===== config.mk =====
export PLATFORM = sky130hd
export DESIGN_NAME = timer_irq_ctrl
export DESIGN_NICKNAME = d
export VERILOG_FILES = /design/src/rtl/timer_irq_ctrl.sv
export SDC_FILE = /design/constraint.sdc
export NUM_CORES = 1
export LEC_CHECK = 0
export CORE_MARGIN = 3
export CORE_UTILIZATION = 40
export CTS_BUF_LIST = sky130_fd_sc_hd__clkbuf_8 sky130_fd_sc_hd__clkbuf_16
export CTS_CLUSTER_SIZE = 16
export DETAILED_ROUTE_END_ITERATION = 16
export HOLD_SLACK_MARGIN = 0.02
export SLEW_MARGIN = 25
export SYNTH_ARGS = -nofsm -noshare
export SYNTH_HDL_FRONTEND = slang
export SYNTH_SLANG_ARGS = --single-unit

===== constraint.sdc =====
create_clock -name clk -period 5.92 [get_ports clk]
set_input_delay 1.184 -clock clk [delete_from_list [all_inputs] [get_ports clk]]
set_output_delay 1.184 -clock clk [all_outputs]
set_load 0.01 [all_outputs]

===== src/rtl/timer_irq_ctrl.sv =====
// Memory-mapped timer/IRQ controller: TH reload, TL counter, TCON (EN/IE/ST), prescaled ticks, level irq.
// Zero-latency combinational reads, writes commit at clk edge, no wait states; TIMER_OVF_COUNT_EN adds OVF counter.
module timer_irq_ctrl #(
  parameter logic [31:0] BASE_ADDR = 32'h40000000,
  parameter int unsigned PRESCALE  = 1
) (
  input  logic        clk,
  input  logic        reset,
  input  logic        rd,
  input  logic        wr,
  input  logic [31:0] addr,
  input  logic [31:0] wdata,
  output logic [31:0] rdata,
  output logic        sel,
  input  logic        kernel_mode,
  output logic        irq
);

  typedef enum logic {STOP = 1'b0, RUN = 1'b1} state_t;

  localparam logic [15:0] PRE_LAST = 16'(PRESCALE - 1);

  state_t      state_q, state_d;
  logic        run;
  logic [15:0] presc_q;
  logic [31:0] th_q, tl_q;
  logic        en_q, ie_q, st_q;
  logic        hit, wr_th, wr_tl, wr_tcon;
  logic        en_d, tick, ovf_evt;
  logic        unused_addr_bits;

  assign unused_addr_bits = ^addr[1:0];

  assign hit     = (addr[31:4] == BASE_ADDR[31:4]);
  assign sel     = hit;
  assign wr_th   = wr & hit & (addr[3:2] == 2'd0);
  assign wr_tl   = wr & hit & (addr[3:2] == 2'd1);
  assign wr_tcon = wr & hit & (addr[3:2] == 2'd2);

  // State follows the EN value being committed, so a clearing write still lets this cycle's tick land.
  assign en_d = wr_tcon ? wdata[0] : en_q;

  always_ff @(posedge clk or negedge reset) begin
    if (!reset) state_q <= STOP;
    else        state_q <= state_d;
  end

  always_comb begin
    state_d = state_q;
    case (state_q)
      STOP:    if (en_d)  state_d = RUN;
      RUN:     if (!en_d) state_d = STOP;
      default: state_d = STOP;
    endcase
  end

  always_comb begin
    run = (state_q == RUN);
  end

  assign tick    = run & (presc_q == PRE_LAST);
  // A bus write to TL pre-empts both the increment and the overflow.
  assign ovf_evt = tick & ~wr_tl & (tl_q == 32'hFFFF_FFFF);

  always_ff @(posedge clk or negedge reset) begin
    if (!reset)    presc_q <= 16'h0;
    else if (!run) presc_q <= 16'h0;
    else if (tick) presc_q <= 16'h0;
    else           presc_q <= presc_q + 16'h1;
  end

  always_ff @(posedge clk or negedge reset) begin
    if (!reset) begin
      th_q <= 32'h0;
      tl_q <= 32'h0;
    end else begin
      if (wr_th) th_q <= wdata;
      if (wr_tl)        tl_q <= wdata;
      else if (ovf_evt) tl_q <= th_q;
      else if (tick)    tl_q <= tl_q + 32'h1;
    end
  end

  // Hardware set of ST beats a same-cycle software clear so no overflow is lost.
  always_ff @(posedge clk or negedge reset) begin
    if (!reset) begin
      en_q <= 1'b0;
      ie_q <= 1'b0;
      st_q <= 1'b0;
    end else begin
      if (wr_tcon) begin
        en_q <= wdata[0];
        ie_q <= wdata[1];
      end
      if (ovf_evt)                 st_q <= 1'b1;
      else if (wr_tcon & wdata[2]) st_q <= 1'b0;
    end
  end

`ifdef TIMER_OVF_COUNT_EN
  logic [31:0] ovf_cnt_q;
  logic        wr_ovf;

  assign wr_ovf = wr & hit & (addr[3:2] == 2'd3);

  always_ff @(posedge clk or negedge reset) begin
    if (!reset)                      ovf_cnt_q <= 32'h0;
    else if (wr_ovf)                 ovf_cnt_q <= 32'h0;
    else if (ovf_evt & ~&ovf_cnt_q)  ovf_cnt_q <= ovf_cnt_q + 32'h1;
  end
`endif

  always_comb begin
    rdata = 32'h0;
    if (rd & hit) begin
      case (addr[3:2])
        2'd0:    rdata = th_q;
        2'd1:    rdata = tl_q;
        2'd2:    rdata = {29'h0, st_q, ie_q, en_q};
`ifdef TIMER_OVF_COUNT_EN
        2'd3:    rdata = ovf_cnt_q;
`else
        2'd3:    rdata = 32'h0;
`endif
        default: rdata = 32'h0;
      endcase
    end
  end

  assign irq = st_q & ie_q & en_q & ~kernel_mode;

endmodule


Yosys cells after proc, flatten, opt, wreduce, memory -nomap -nowiden
Index checks and enable logic that the tools add are counted.
- output and inout bits: 34
- register bits: 84
- word-level logic and storage cells: 43
- input port bits: 69
- add/sub/neg operators: 2
- equal/unequal tests: 5
- multiplexer cells: 11
- reductions and logical operators: 4
- bitwise logic cells: 14
- operators by type and width (operator ; count):
    $mux W32 ; 4
    $pmux W32 S4 ; 1
    $add A32 B1 Y32 const B ; 1
    $eq A32 B32 Y1 const B ; 1
    $mux W16 ; 2
    $eq A28 B27 Y1 const B ; 1
    $add A16 B1 Y16 const B ; 1
    $logic_not A16 Y1 ; 1
    $and A1 B1 Y1 ; 12
    $eq A2 B2 Y1 const B ; 2
    $mux W1 ; 4
    $reduce_bool A3 Y1 ; 1
    $eq A2 B1 Y1 const B ; 1
    $logic_not A2 Y1 ; 1
    $not A1 Y1 ; 2
    $reduce_bool A2 Y1 ; 1

Depth between registers and ports, before layout
- depth in word-level cells: 8
- mapped depth: 10
- depth with buffers taken out: 8

Worst setup path before layout
No wires, ideal clock.
- path type: input to output
- start: in addr[27]
- end: out rdata[21]
- slack: 1.961 ns
- path buffers: 2
- arrival: 2.775 ns
- stages: 6
- required time: 4.736 ns
- cells stage by stage: or4_1 -> nor4_2 -> nand2_1 -> clkbuf_1 -> buf_1 -> nor2_1
- longest elaborated chain between the ends: 3
- RTL lines (what ; RTL line ; source):
    start: declaration ; 11 ; input logic [31:0] addr,
    $eq A28 B27 Y1 ; 34 ; assign hit = (addr[31:4] == BASE_ADDR[31:4]);
    $and A1 B1 Y1 ; 115 ; if (rd & hit) begin
    $mux W32 ; 115 ;
    end: declaration ; 13 ; output logic [31:0] rdata,
No other way between the ends.

Worst setup path in the final report
- start: in addr[5]
- end: out rdata[9]
The elaborated chain is that of the path after synthesis.

==> results.toml <==
[outcome]
status = "complete, no violations"

[timing]
fmax_ghz = 0.206
timing.final.ws_setup_ns = 1.06
maxSlewViolCount = 0
hold_viol = 0
slew_headroom = 0.403
tns_ns = 0
setup_violations = 0
final.min_clock_period_ns = 4.86
rsz0062_at_grt = "no"
tightest_slew_ns = 0.895
skew_ns = 0.00617
post-route-period-util = 0.821

[floorplan]
io_pins = 103
row_count = 40
die-area_um2 = 14300
core_area_um2 = 12300
start_util = 0.419
die_h_um = 120
chipWidth_um = 120

[logic_synthesis]
synth-seq-cells = 83
yosys-mux-area-fraction = 0.154
synth-edff-count = 0
yosys.area_share.xor_xnor = 0.0475
yosys.area_share.simple = 0.253
synth_top_family_by_area = "simple AND/OR/NAND/NOR gates"
synth_compound_area_frac = 0.100
synthArstFlopShare = 1.00
synth_cell_types = 55
synthFlopType = "dfrtp_1"
syn-cell-area_um2 = 5160
syn-instance-count = 561
yosys.area_share.adder = 0.00728
yosysSeqAreaShare = 0.403
synth_fp_nets = 633
synth_warnings = 0
syn_avg_cell_area_um2 = 9.19

[critical_path]
cp_slowest_stage_delay_ns = 0.56
crit_slowest_cell = "clkdlybuf4s50_1"
crit_required_ns = 4.74
crit_path_end_kind = "primary output"
cp_data_arrival_time_ns = 3.68
crit_fanout = 29
path_cells = "clkdlybuf4s50_1 > nor4_1 > nand4_1 > nor4_2 > nand2_1 > buf_4 > nor2_1 > clkdlybuf4s50_1"
worst_path_most_repeated_cell = "clkdlybuf4s50_1"
cp.buffers_inverters = 3
cp-start-kind = "primary input"
critPathTopFamily = "simple AND/OR/NAND/NOR gates"
crit_type = "in2out"

[clock_tree]
clkLatencyLatePin_ns = 0.34
htreeDepth = 3
cts_num_sinks = 83
post_cts_resized = 0
cts_hold_buffers = 0
clk_path_buf_depth = 2
cts_tree = "done"
cts_made_buffers = 9
cts_root_buf = "clkbuf_16"
post_cts_buffers = 0
path_clk_slew_ns = 0.06

[detailed_routing]
vias = 4495
dr.first_iter.drc_count = 224
viasPerCell = 5.52
routed_wirelength_mm = 14.5
dr.pass1.iters = 4
drcViolationCount = 0
antenna_left = 0
avgRoutedWirePerCell_um = 17.8

[global_routing]
grtUsageTotal = 0.209
grt_max_degree = 84
grt_pass1_wl_mm = 23.9
grt_antenna_before_repair = 0
gr-total-overflow = 0
grt_pass1_vias = 4509

[finish]
layout_common_cells = "clkdlybuf4s50_1, dfrtp_1, nor2_1"
layout-drive-gt1-share = 0.0666
mostFrequentLayoutCell = "clkdlybuf4s50_1"
fin_nets = 713
area_growth_pct = 27.5
antenna_cells = 0

[place]
dp_hpwl_mm = 10.1
dp_slack_ns = 1.05
io_buffers = 100
place_congestion = 0.890

[flow_run]
maxCapViolations = 0

[pwr]
p_leak_nw = 2.81
ir_worst_vdd_uv = 156
power_per_cell_area_nw_per_um2 = 192

[hold_path]
worstHoldPathType = "reg2reg"
-- logic make-up (layout without fill, tap and decap cells) --
family,Yosys count,after routing
AO/OA/AOI/OAI,79,79
XOR/XNOR,28,28
adder cells (fa/ha/maj),3,3
buffers and inverters,42,127
flip-flops,83,83
multiplexers,75,75
AND/OR/NAND/NOR,251,251
-- metrics by stage --
| step | power, W | utilization | instance area, um^2 | std cells | hold slack [ns] |
|---|---|---|---|---|---|
| final | 0.00126 | 0.534 | 6580 | 814 | 0.516 |
| after global routing | 0.00131 | 0.534 | 6580 | 814 | 0.525 |
| after CTS | 0.00128 | 0.534 | 6580 | 814 | 0.517 |
| after detailed placement | 0.000659 | 0.508 | 6250 | 798 | 0.503 |
| after global placement | 0.000658 | 0.507 | 6240 | 798 | 0.494 |
| after floorplan | 0.000595 | - | 5160 | 561 | 0.471 |
-- state kept, by name, summed over array words and instances (netlist names) --
signal / flops
en_q: 1
st_q: 1
presc_q: 16
ie_q: 1
tl_q: 32
th_q: 32
-- path summary, 6_finish.rpt --
| check | from | end | slack (ns) | depth (start not counted) |
|---|---|---|---|---|
| setup / recovery | addr[5] | rdata[9] | 1.06 | 8 |
| hold / removal | th_q[12]$_DFFE_PN0P_ | th_q[12]$_DFFE_PN0P_ | 0.52 | 1 |
| setup reg to reg | tl_q[0]$_DFFE_PN0P_ | tl_q[3]$_DFFE_PN0P_ | 3.17 | 7 |
| hold reg to reg | th_q[12]$_DFFE_PN0P_ | th_q[12]$_DFFE_PN0P_ | 0.52 | 1 |
| max in group asynchronous | reset | tl_q[18]$_DFFE_PN0P_ | 4.48 | 1 |
| min in group asynchronous | reset | th_q[7]$_DFFE_PN0P_ | 0.91 | 1 |
-- cell usage after synthesis (all sizes together), types with 13 or more instances --
master,number,area share
dfrtp,83,0.40
nor2,80,0.058
nand2,45,0.034
mux2i,40,0.078
mux2,35,0.076
nand3,30,0.030
a21oi,25,0.024
buf,20,0.019
nand4,20,0.024
nor3,18,0.021
xnor2,18,0.031
clkbuf,17,0.012
nor4,15,0.024
o21ai,13,0.013
-- layout make-up --
type                            count  area (um^2)
Clock buffer                       10          239
Inverter                            5         18.8
Timing Repair Buffer              106         1040
Tap cell                          168          210
Multi-Input combinational cell    436         2900
Clock inverter                      6         88.8
Sequential cell                    83         2080
Fill cell                        1145         5730
-- layer usage --
| layer | GRT usage | part of all wire | vias up |
|---|---|---|---|
| met5 | 0 | 0 | - |
| met4 | 0.0551 | 0.012 | 0 |
| met3 | 0.0349 | 0.039 | 12 |
| met2 | 0.343 | 0.48 | 87 |
| met1 | 0.287 | 0.46 | 2195 |
| li1 | - | - | 2201 |
-- where the power goes --
group / internal (W) / total [W] / switching (W)
clock network: 0.000381 / 0.000613 / 0.000232
logic: 0.0000472 / 0.0000799 / 0.0000327
registers: 0.000567 / 0.000567 / 0.000000000188
No activity file was read; power rests on OpenSTA's default activity.
